[src/rtl/prio_arbiter_enc.sv]
// -----------------------------------------------------------------------------
// prio_arbiter_enc
//
// Registered N-way priority encoder / arbiter. Request pulses are captured into
// a sticky pending vector; one request is granted at a time on a valid/ready
// output, with up to one grant per cycle when the consumer keeps ready high.
//
// Selection:
//   MODE = 0 : fixed priority, highest set index wins.
//   MODE = 1 : round-robin. The search starts just below the last granted
//              index, goes down to 0, then wraps from N-1 down to last.
//
// Optional feature (macro PRIO_ARB_MASK_EN):
//   Adds input mask_in[N-1:0]. Masked bits still latch into pending but are
//   not eligible for selection until unmasked. A held grant is unaffected.
//
// Ports:
//   clk          in   clock, rising edge
//   rst          in   asynchronous, active-high reset
//   req_in       in   [N-1:0] request pulses (set pending bits)
//   mask_in      in   [N-1:0] eligibility mask (only with PRIO_ARB_MASK_EN)
//   ready_in     in   consumer accepts the current grant
//   valid_out    out  grant valid
//   idx_out      out  [IDXW-1:0] granted index (holds last value when idle)
//   onehot_out   out  [N-1:0] granted one-hot, zero when valid_out = 0
//   pending_out  out  [N-1:0] requests captured but not yet granted
// -----------------------------------------------------------------------------
module prio_arbiter_enc #(
    parameter int N    = 8,
    parameter int MODE = 0,
    parameter int IDXW = $clog2(N)
) (
    input  logic            clk,
    input  logic            rst,
    input  logic [N-1:0]    req_in,
`ifdef PRIO_ARB_MASK_EN
    input  logic [N-1:0]    mask_in,
`endif
    input  logic            ready_in,
    output logic            valid_out,
    output logic [IDXW-1:0] idx_out,
    output logic [N-1:0]    onehot_out,
    output logic [N-1:0]    pending_out
);

    typedef enum logic {
        ST_IDLE = 1'b0,
        ST_HOLD = 1'b1
    } state_t;

    state_t          state_q;
    logic [N-1:0]    pending_q;
    logic [N-1:0]    pending_d;
    logic            valid_q;
    logic [IDXW-1:0] idx_q;
    logic [N-1:0]    onehot_q;
    logic [IDXW-1:0] last_q;

    logic [N-1:0]    cand;
    logic [IDXW-1:0] sel;
    logic [IDXW-1:0] sel_hi;
    logic [IDXW-1:0] sel_lo;
    logic            found_lo;
    logic [N-1:0]    sel_onehot;
    logic            any_cand;
    logic            load;
    logic [N-1:0]    loadmask;

    // Requests arriving this cycle are eligible immediately.
`ifdef PRIO_ARB_MASK_EN
    assign cand = (pending_q | req_in) & ~mask_in;
`else
    assign cand = pending_q | req_in;
`endif

    assign any_cand = |cand;

    // sel_hi: highest set index overall.
    // sel_lo: highest set index strictly below last_q.
    // Round-robin order (last-1 .. 0, then N-1 .. last) is exactly "sel_lo if
    // any exists, else sel_hi", since with nothing below last the highest
    // candidate overall is the first one found in the wrapped half.
    always_comb begin
        sel_hi   = '0;
        sel_lo   = '0;
        found_lo = 1'b0;
        for (int i = 0; i < N; i++) begin
            if (cand[i]) begin
                sel_hi = IDXW'(i);
                if (IDXW'(i) < last_q) begin
                    sel_lo   = IDXW'(i);
                    found_lo = 1'b1;
                end
            end
        end
    end

    assign sel = ((MODE != 0) && found_lo) ? sel_lo : sel_hi;

    generate
        for (genvar gi = 0; gi < N; gi++) begin : g_onehot
            assign sel_onehot[gi] = (sel == IDXW'(gi));
        end
    endgenerate

    // A new grant loads from IDLE whenever something is eligible, or from HOLD
    // once the current grant is accepted (back-to-back, one per cycle).
    assign load     = any_cand && ((state_q == ST_IDLE) || ready_in);
    assign loadmask = load ? sel_onehot : '0;

    // A re-request of the held bit lands back in pending, so it is served again.
    assign pending_d = (pending_q | req_in) & ~loadmask;

    always_ff @(posedge clk or posedge rst) begin
        if (rst) begin
            state_q   <= ST_IDLE;
            pending_q <= '0;
            valid_q   <= 1'b0;
            idx_q     <= '0;
            onehot_q  <= '0;
            last_q    <= '0;
        end else begin
            pending_q <= pending_d;
            if (load) begin
                state_q  <= ST_HOLD;
                valid_q  <= 1'b1;
                idx_q    <= sel;
                onehot_q <= sel_onehot;
                last_q   <= sel;
            end else if ((state_q == ST_HOLD) && ready_in) begin
                // Accepted with nothing left: drop valid, keep idx_q.
                state_q  <= ST_IDLE;
                valid_q  <= 1'b0;
                onehot_q <= '0;
            end
        end
    end

    assign valid_out   = valid_q;
    assign idx_out     = idx_q;
    assign onehot_out  = onehot_q;
    assign pending_out = pending_q;

endmodule

[config.mk]
export PLATFORM = sky130hd
export DESIGN_NAME = prio_arbiter_enc
export DESIGN_NICKNAME = d
export VERILOG_FILES = /design/src/rtl/prio_arbiter_enc.sv
export SDC_FILE = /design/constraint.sdc
export NUM_CORES = 1
export LEC_CHECK = 0
export ABC_AREA = 1
export CORE_MARGIN = 10
export CORE_UTILIZATION = 47
export CTS_CLUSTER_DIAMETER = 120
export DETAILED_ROUTE_END_ITERATION = 7
export PLACE_DENSITY = 0.91
export SLEW_MARGIN = 20
export SYNTH_ARGS = -nofsm -noshare
export SYNTH_HDL_FRONTEND = slang
export SYNTH_SLANG_ARGS = --single-unit
export TNS_END_PERCENT = 50
[constraint.sdc]
create_clock -name clk -period 3.15 [get_ports clk]
set_input_delay 0.63 -clock clk [delete_from_list [all_inputs] [get_ports clk]]
set_output_delay 0.63 -clock clk [all_outputs]
set_load 0.01 [all_outputs]
-- After elaboration in Yosys (flattened, before gate mapping)
Cells that the tools add are included.
- bits of input ports: 11
- word-level logic and storage cells: 33
- register bits: 20
- output and inout bits: 20
- muxes and demuxes: 12
- equality and inequality tests: 7
- reductions and logical operators: 6
- bitwise logic cells: 4
- operators by type and width (cell ; number):
    two-way mux 8 bit ; 3
    two-way mux 3 bit ; 6
    equality test 3 bit, second input constant ; 4
    bitwise AND 8 bit ; 1
    NOT 8 bit ; 1
    bitwise OR 8 bit ; 1
    OR reduction 8 bit ; 1
    equality test 3 x 2 -> 1 bit, second input constant ; 2
    equality test 3 x 1 -> 1 bit, second input constant ; 1
    zero test 3 bit ; 1
    two-way mux 1 bit ; 3
    logical AND 1 bit ; 2
    nonzero test 2 bit ; 1
    logical OR 1 bit ; 1
    NOT 1 bit ; 1

-- Longest topological paths before layout
Gate-level depths: netlist of the first run.
- depth after elaboration: 12
- mapped depth: 11

-- Least setup slack after synthesis of the first run
No wires, ideal clock.
- path kind: input to register
- start point: in req_in[6]
- end point: reg pending_q[4], in the netlist pending_out[4]
- library setup time: 0.120 ns
- buffers on the path: 0
- arrival time: 1.423 ns
- stages on the path: 7
- setup slack: 1.608 ns
- data required time: 3.030 ns
- path through: nor2_2 nand2_2 o21bai_2 nor2_1 nand2_1 o21ai_0 inv_1
- longest elaborated chain between the ends: 7
- elaborated cells on any way between the ends: 9
- classes of those cells: eq/ne: 1; mux: 3; bitwise: 3; reduce/logical: 2
- ends and longest elaborated chain (what ; RTL line ; source):
    from (decl) ; 35 ; input logic [N-1:0] req_in,
    bitwise OR 8 bit * ; 73 ; assign cand = pending_q | req_in;
    two-way mux 3 bit (2 in a row) ; 88 ; if (cand[i]) begin
    equality test 3 bit ; 102 ; assign sel_onehot[gi] = (sel == IDXW'(gi));
    two-way mux 8 bit * ; 109 ; assign loadmask = load ? sel_onehot : '0;
    NOT 8 bit * ; 112 ; assign pending_d = (pending_q | req_in) & ~loadmask;
    bitwise AND 8 bit * ; 112 ;
    via pending_d[4] ; 53 ; logic [N-1:0] pending_d;
    to (signal assigned) ; 123 ; pending_q <= pending_d;
    to (decl) ; 52 ; logic [N-1:0] pending_q;
The timed path passes the listed nets; every way through them passes the cells marked *.
A chain may end at the register's enable or synchronous reset.

-- Worst setup path in the final report of the first run
- start point: in req_in[7]
- end point: reg idx_q[0], in the netlist idx_out[0]
- longest elaborated chain between the ends: 3
- elaborated cells on any way between the ends: 4
- classes of those cells: mux: 1; bitwise: 1; reduce/logical: 2
- ends and longest elaborated chain (what ; RTL line ; source):
    bitwise OR 8 bit * ; 73 ;
    OR reduction 8 bit ; 76 ; assign any_cand = |cand;
    logical AND 1 bit ; 108 ; assign load = any_cand && ((state_q == ST_IDLE) || ready_in);
    to (signal assigned) ; 127 ; idx_q <= sel;
    to (decl) ; 55 ; logic [IDXW-1:0] idx_q;
Mark *: on every way between the ends. The rest lies on a longest branch, timed or not.

==> summary.md, run 1 <==
| Metric | Value |
|---|---|
| CP delay by family, top | `buffers and inverters` |
| Core area | `1760 um2` |
| Total Power | `506 uW` |
| Average size of a mapped cell | `8.51 um2` |
| Commonest cells after routing, fill and taps aside | `34 x nand2_1, 30 x clkdlybuf4s50_1, 20 x dfrtp_1, 16 x inv_1, 12 x nand3_1` |
| Clk sinks | `20` |
| Main combinational cell family by area after synthesis | `simple AND/OR/NAND/NOR gates` |
| Hold Path Class | `reg -> reg` |
| CP peak stage delay | `0.44 ns` |
| Slowest CP cell | `clkdlybuf4s50_1` |
| Routability cong. | `0.820` |
| Critical-path maximum fanout | `14` |
| Leak pwr | `0.000589 uW` |
| Clk_lat worst skew | `0.30 ns` |
| GRT Resource Usage Total | `10.8%` |
| Synth Register Bits | `20` |
| Largest net degree at the start of global routing | `21` |
| Post-Synthesis Cells | `106` |
| Switch Pwr | `126 uW` |
| CP Capture Type | `register` |
| Worst Path Buf+Inv | `3` |
| Post-CTS Setup Inserts | `0` |
| Area occupied by registers | `500 um2` |
| First-pass GRT wire length | `3730 um` |
| Die ar. | `4070 um2` |
| CTS Root Cell | `clkbuf_4` |
| Critical Path RT | `3.35 ns` |
| Vias in the first global route | `821` |
| Synth Area in Adders | `0%` |
| Hold_buf cts | `0` |
| Share of cells above drive strength 1 | `10.1%` |
| Site Rows | `15` |
| Clock power share | `29.1%` |
| DRC | `0` |
| PortBufs | `30` |
| Initial DRC count | `18` |
| Setup TNS | `0 ns` |
| Synth warnings | `0` |
| Max cap viols | `0` |
| RSZ-0062 raised after global routing | `false` |
| DP HPWL | `1760 um` |
| Post-CTS sizing | `0` |
| Number of instances in the placed design | `160` |
| P_int | `380 uW` |
| Post-Syn Area | `902 um2` |
| CP Data Arrival Time | `2.10 ns` |
| Starting Density | `51.1%` |
| Routed Antenna Nets | `0` |
| Post-Synth Simple-Gate Area | `30.4%` |
| Multi-input logic area | `327 um2` |
| I/O pin count | `31` |
| Final Non-Filler Cells | `164` |
| Util after Layout | `71.3%` |
| Syn nets | `117` |
| Fin crit share | `60.2%` |
| H-tree depth | `1` |
| DR vias | `798` |
| Flop pwr share | `54.6%` |
| Total wire length | `2130 um` |
| # setup viols final | `0` |
| Distinct cell type count after synthesis | `15` |
| Number of max-slew violations in the final report | `0` |
| Max rail drop VDD | `0.000230 V` |
| Die Y | `63.8 um` |
| Worst-Margin Slew | `0.716 ns` |
| Fin crit period | `1.90 ns` |
| Sw Ratio | `25.0%` |
| P per Cell Area | `402 nW/um2` |
| Via density | `4.87` |
| Layout area overhead | `39.5%` |
| Max Fclk | `527 MHz` |
| Leading cell type in the layout, fill and taps excluded | `nand2_1` |
| Complex-gate fraction of the synthesized area | `5.83%` |
| Clock Path Buffers | `2` |
| CTS tree | `built` |
| Die Width | `63.8 um` |
| Clk_skew | `0.00603 ns` |
| Startpoint Class | `primary input` |
| WL/cell | `13.0 um` |
| TritonCTS Buffers | `3` |
| N_diodes | `0` |
| Fin. Hold Viols | `0` |
| Headroom to the max-slew limit | `52.2%` |
| Post-synthesis sequential area ratio | `55.5%` |
| Initial antenna violation count | `0` |
| Clk slew on worst S/H paths | `0.11 ns` |
| CP Cell Sequence | `clkdlybuf4s50_1 > nor2_4 > nand2_2 > nor2_4 > inv_2 > o21ai_4 > inv_1 > nand2_1 > nand2_1` |
| Final nets | `151` |
| Total grt overflow | `0` |
| Outcome | `complete, no violations` |
| Critical setup path kind | `in -> reg` |
| Pre-Repair DR Iteration Count | `5` |
| Synth Area in XOR/XNOR | `0%` |
| Comb power frac | `16.3%` |
| Post-synthesis mux area share | `0%` |
| Fillers | `151` |
==> power groups by stage <==
| stage | clock network (uW) | registers [uW] | logic, uW |
|---|---|---|---|
| 3_5_place_dp | 0 | 282 | 83.7 |
| 2_1_floorplan | 0 | 287 | 33.2 |
| 3_3_place_gp | 0 | 281 | 81.3 |
| 6_report | 147 | 276 | 82.6 |
| 4_1_cts | 149 | 277 | 84.1 |
| 5_1_grt | 158 | 278 | 91.2 |
==> worst paths after layout <==
kind / start / endpoint / slack (ns) / cells past startpoint
max: req_in[7] / idx_out[0] / 1.25 / 9
min: idx_out[2] / idx_out[2] / 0.49 / 2
min reg2reg: idx_out[2] / idx_out[2] / 0.49 / 2
max in group asynchronous: rst / pending_out[1] / 1.96 / 2
min in group asynchronous: rst / idx_out[1] / 0.74 / 2
max reg2reg: pending_out[7] / idx_out[0] / 1.63 / 8
==> Yosys cell counts, drive strengths merged <==
library cell / n / share of area (%)
nand2: 35 / 15
dfrtp: 20 / 55
inv: 17 / 7.1
nor2: 13 / 8.2
nand3: 12 / 6.7
o21ai: 4 / 3.5
a21oi: 2 / 1.1
buf: 1 / 1.2
nand4: 1 / 0.69
o21bai: 1 / 1.2
==> routing by layer <==
layer	share of wire (%)	track usage, %	wire length (um)	up-vias
met5	0	0	0	-
met4	1.3	3.28	27	0
met3	11	5.40	231	5
met2	45	16.5	958	33
met1	43	13.0	913	367
li1	-	-	-	393
==> worst register-to-register path, cell delays in order, from the launching register on <==
cell,delay (ns)
dfrtp_1,0.42
nor2_4,0.16
nand2_2,0.10
nor2_4,0.13
inv_2,0.06
o21ai_4,0.31
inv_1,0.12
nand2_1,0.08
nand2_1,0.05
==> kinds of logic after synthesis <==
| family | count (synthesis) |
|---|---|
| AO/OA/AOI/OAI | 7 |
| buffers and inverters | 18 |
| flip-flops | 20 |
| AND/OR/NAND/NOR | 61 |
==> registers in the layout, summed over array words and instances, names as in the netlist <==
| signal | count |
|---|---|
| idx_out | 3 |
| onehot_out | 8 |
| valid_out | 1 |
| pending_out | 8 |
==> per-stage QoR <==
stage | instance area [um2] | hold WS [ns] | setup slack [ns]
after floorplan | 902 | 0.506 | 1.61
after global placement | 1220 | 0.459 | 1.02
after detailed placement | 1220 | 0.467 | 0.947
after CTS | 1260 | 0.495 | 1.24
after global routing | 1260 | 0.507 | 1.13
final | 1260 | 0.490 | 1.25
==> final cells by class <==
type                            count  area share [%]
Tap cell                           25            2.49
Clock buffer                        4            2.88
Timing Repair Buffer               30            23.9
Inverter                           17            5.07
Multi-Input combinational cell     68            25.9
Sequential cell                    20            39.8
Note: power is estimated with default switching activity, not from simulation.
==> run 2, diff against run 1 <==
--- a/config.mk
+++ b/config.mk
@@ -7,10 +7,10 @@
 export LEC_CHECK = 0
 export ABC_AREA = 1
 export CORE_MARGIN = 10
-export CORE_UTILIZATION = 47
+export CORE_UTILIZATION = 43
 export CTS_CLUSTER_DIAMETER = 120
 export DETAILED_ROUTE_END_ITERATION = 7
-export PLACE_DENSITY = 0.91
+export PLACE_DENSITY = 0.84
 export SLEW_MARGIN = 20
 export SYNTH_ARGS = -nofsm -noshare
 export SYNTH_HDL_FRONTEND = slang
==> constraint.sdc (replaced) <==
create_clock -name clk -period 1.9 [get_ports clk]
set_input_delay 0.38 -clock clk [delete_from_list [all_inputs] [get_ports clk]]
set_output_delay 0.38 -clock clk [all_outputs]
set_load 0.01 [all_outputs]
==> run 2 against run 1 <==
Routed wire length grew 4.0%. Register-to-register slack lost 1.3 ns. Clock power grew 67%. Non-clock buffer count grew 5. Clock skew shrank 0.0026 ns. First-iteration DRC count grew 22%. Die area grew 6.4%. Sequential share of layout area shrank 1.2 points. Flip-flop and latch count is the same. Setup slack lost 1.0 ns.
==> summary.md, run 2 (synthesis gave the netlist of run 1 again) <==
| Metric | Value |
|---|---|
| Sw Ratio | `24.9% (was 25.0%)` |
| GRT Resource Usage Total | `11.2% (was 10.8%)` |
| I/O pin count | `31 (unchanged)` |
| DR vias | `797 (was 798)` |
| Switch Pwr | `212 uW (was 126 uW)` |
| CP Capture Type | `output port (was register)` |
| Die ar. | `4330 um2 (was 4070 um2)` |
| Clk_lat worst skew | `0.30 ns (about the same)` |
| CP Data Arrival Time | `1.26 ns (was 2.10 ns)` |
| Util after Layout | `65.5% (was 71.3%)` |
| Critical-path maximum fanout | `2 (was 14)` |
| Cell count along the critical path | `1 (was 9)` |
| Initial DRC count | `22 (was 18)` |
| Max Fclk | `609 MHz` |
| Critical setup path kind | `reg -> out (was in -> reg)` |
| CTS Root Cell | `clkbuf_4 (unchanged)` |
| Total grt overflow | `0 (unchanged)` |
| P_int | `639 uW (was 380 uW)` |
| TritonCTS Buffers | `3 (unchanged)` |
| Worst-Margin Slew | `0.266 ns (was 0.716 ns)` |
| H-tree depth | `1 (unchanged)` |
| Via density | `4.66 (was 4.87)` |
| Number of max-slew violations in the final report | `0 (unchanged)` |
| Core area | `1980 um2 (was 1760 um2)` |
| Fillers | `157 (was 151)` |
| Clock power share | `28.8% (was 29.1%)` |
| Critical Path RT | `1.52 ns (was 3.35 ns)` |
| Place WS | `-0.0419 ns (was 0.947 ns)` |
| Post-CTS sizing | `0 (unchanged)` |
| DRC | `0 (unchanged)` |
| Comb power frac | `17.4% (was 16.3%)` |
| Total Power | `851 uW (was 506 uW)` |
| Site Rows | `16 (was 15)` |
| Slowest CP cell | `clkdlybuf4s50_1 (unchanged)` |
| Commonest cells after routing, fill and taps aside | `34 x nand2_1, 30 x clkdlybuf4s50_1, 20 x dfrtp_1, 16 x inv_1, 12 x nand3_1 (unchanged)` |
| Final nets | `156 (was 151)` |
| First-pass GRT wire length | `3880 um (was 3730 um)` |
| WL/cell | `13.0 um (about the same)` |
| CP Cell Sequence | `clkdlybuf4s50_1 (was clkdlybuf4s50_1 > nor2_4 > nand2_2 > nor2_4 > inv_2 > o21ai_4 > inv_1 > nand2_1 > nand2_1)` |
| Clk_skew | `0.00341 ns (was 0.00603 ns)` |
| CP delay by family, top | `buffers and inverters (unchanged)` |
| RSZ-0062 raised after global routing | `false (unchanged)` |
| Pre-Repair DR Iteration Count | `4 (was 5)` |
| Vias in the first global route | `859 (was 821)` |
| Routed Antenna Nets | `0 (unchanged)` |
| Worst Path Buf+Inv | `1 (was 3)` |
| Die Y | `65.8 um (was 63.8 um)` |
| Fin crit period | `1.64 ns` |
| DP HPWL | `1840 um (was 1760 um)` |
| Outcome | `complete, no violations (unchanged)` |
| Clock Path Buffers | `2 (unchanged)` |
| Leading cell type in the layout, fill and taps excluded | `nand2_1 (unchanged)` |
| Headroom to the max-slew limit | `82.2% (was 52.2%)` |
| Largest net degree at the start of global routing | `21 (unchanged)` |
| Setup ws final | `0.257 ns (was 1.25 ns)` |
| # setup viols final | `0 (unchanged)` |
| Max rail drop VDD | `0.000363 V (was 0.000230 V)` |
| Initial antenna violation count | `0 (unchanged)` |
| PortBufs | `30 (unchanged)` |
| Total wire length | `2220 um (was 2130 um)` |
| Clk slew on worst S/H paths | `0.11 ns (about the same)` |
| Reg2reg path depth | `7 (was 8)` |
| Max cap viols | `0 (unchanged)` |
| Fin crit share | `86.5%` |
| Share of cells above drive strength 1 | `13.2% (was 10.1%)` |
| Hold Path Class | `in -> async (was reg -> reg)` |
| CP peak stage delay | `0.57 ns (was 0.44 ns)` |
| Flop pwr share | `53.8% (was 54.6%)` |
| Hold_buf cts | `0 (unchanged)` |
| P per Cell Area | `655 nW/um2 (was 402 nW/um2)` |
| Starting Density | `45.5% (was 51.1%)` |
| Clk sinks | `20 (unchanged)` |
| Startpoint Class | `register (was primary input)` |
| Layout area overhead | `44.0% (was 39.5%)` |
| Setup TNS | `0 ns (unchanged)` |
| Fin. Hold Viols | `0 (unchanged)` |
| Leak pwr | `0.000613 uW (was 0.000589 uW)` |
| CTS tree | `built (unchanged)` |
| Post-CTS Setup Inserts | `0 (unchanged)` |
| Die Width | `65.8 um (was 63.8 um)` |
| N_diodes | `0 (unchanged)` |
| Routability cong. | `0.839 (was 0.820)` |
==> run 2: stage by stage <==
step           instances  area [um2]  hold WS [ns]
2_1_floorplan        106         902         0.344
3_3_place_gp         167        1260         0.464
3_5_place_dp         167        1260         0.475
4_1_cts              171        1300         0.403
5_1_grt              171        1300         0.421
6_report             171        1300         0.397
==> run 2: final cells by class <==
class	instances	area [um2]	area share [%]
timing repair buffer	35	338	26.0
clock buffer	4	36.3	2.79
sequential	20	500	38.5
multi-input combinational	68	327	25.1
tap	27	33.8	2.60
inverter	17	63.8	4.91
==> run 2: final timing paths <==
path	start	to	slack [ns]
worst max-delay path	pending_out[5]	pending_out[5]	0.26
worst min-delay path	rst	idx_out[0]	0.40
worst max register to register	pending_out[6]	pending_out[4]	0.38
worst min register to register	idx_out[1]	idx_out[1]	0.50
max in group asynchronous	rst	pending_out[7]	1.30
min in group clk	idx_out[1]	idx_out[1]	0.50
==> run 2: power by group through the flow <==
stage	Clock, uW	Sequential (uW)	Combinational (uW)
floorplan	0	475	55.1
global placement	0	465	148
detailed placement	0	467	149
CTS	249	458	150
global route	276	461	162
finish	245	458	148
==> run 2: layer usage <==
| layer | routed length [um] | part of all wire (%) | global-route usage [%] | vias up |
|---|---|---|---|---|
| met5 | 0 | 0 | 0 | - |
| met3 | 141 | 6.4 | 2.54 | 4 |
| met4 | 45 | 2.0 | 4.81 | 0 |
| met2 | 1180 | 53 | 21.0 | 21 |
| li1 | - | - | - | 400 |
| met1 | 854 | 39 | 11.4 | 372 |
==> run 2: worst reg2reg max path, stage by stage (launching register included) <==
cell and delay (ns):
dfrtp_1 0.41, nor2_2 0.16, nand2_2 0.10, o21bai_2 0.24, nor2_1 0.24, nand2_1 0.12
o21ai_0 0.10, inv_1 0.06
==> run 3, diff against run 2 <==
--- a/config.mk
+++ b/config.mk
@@ -6,6 +6,7 @@
 export NUM_CORES = 1
 export LEC_CHECK = 0
 export ABC_AREA = 1
+export CAP_MARGIN = 0
 export CORE_MARGIN = 10
 export CORE_UTILIZATION = 43
 export CTS_CLUSTER_DIAMETER = 120
==> results of run 3 <==
Same layout as run 2: the final DEF is identical, and so are final timing and power.
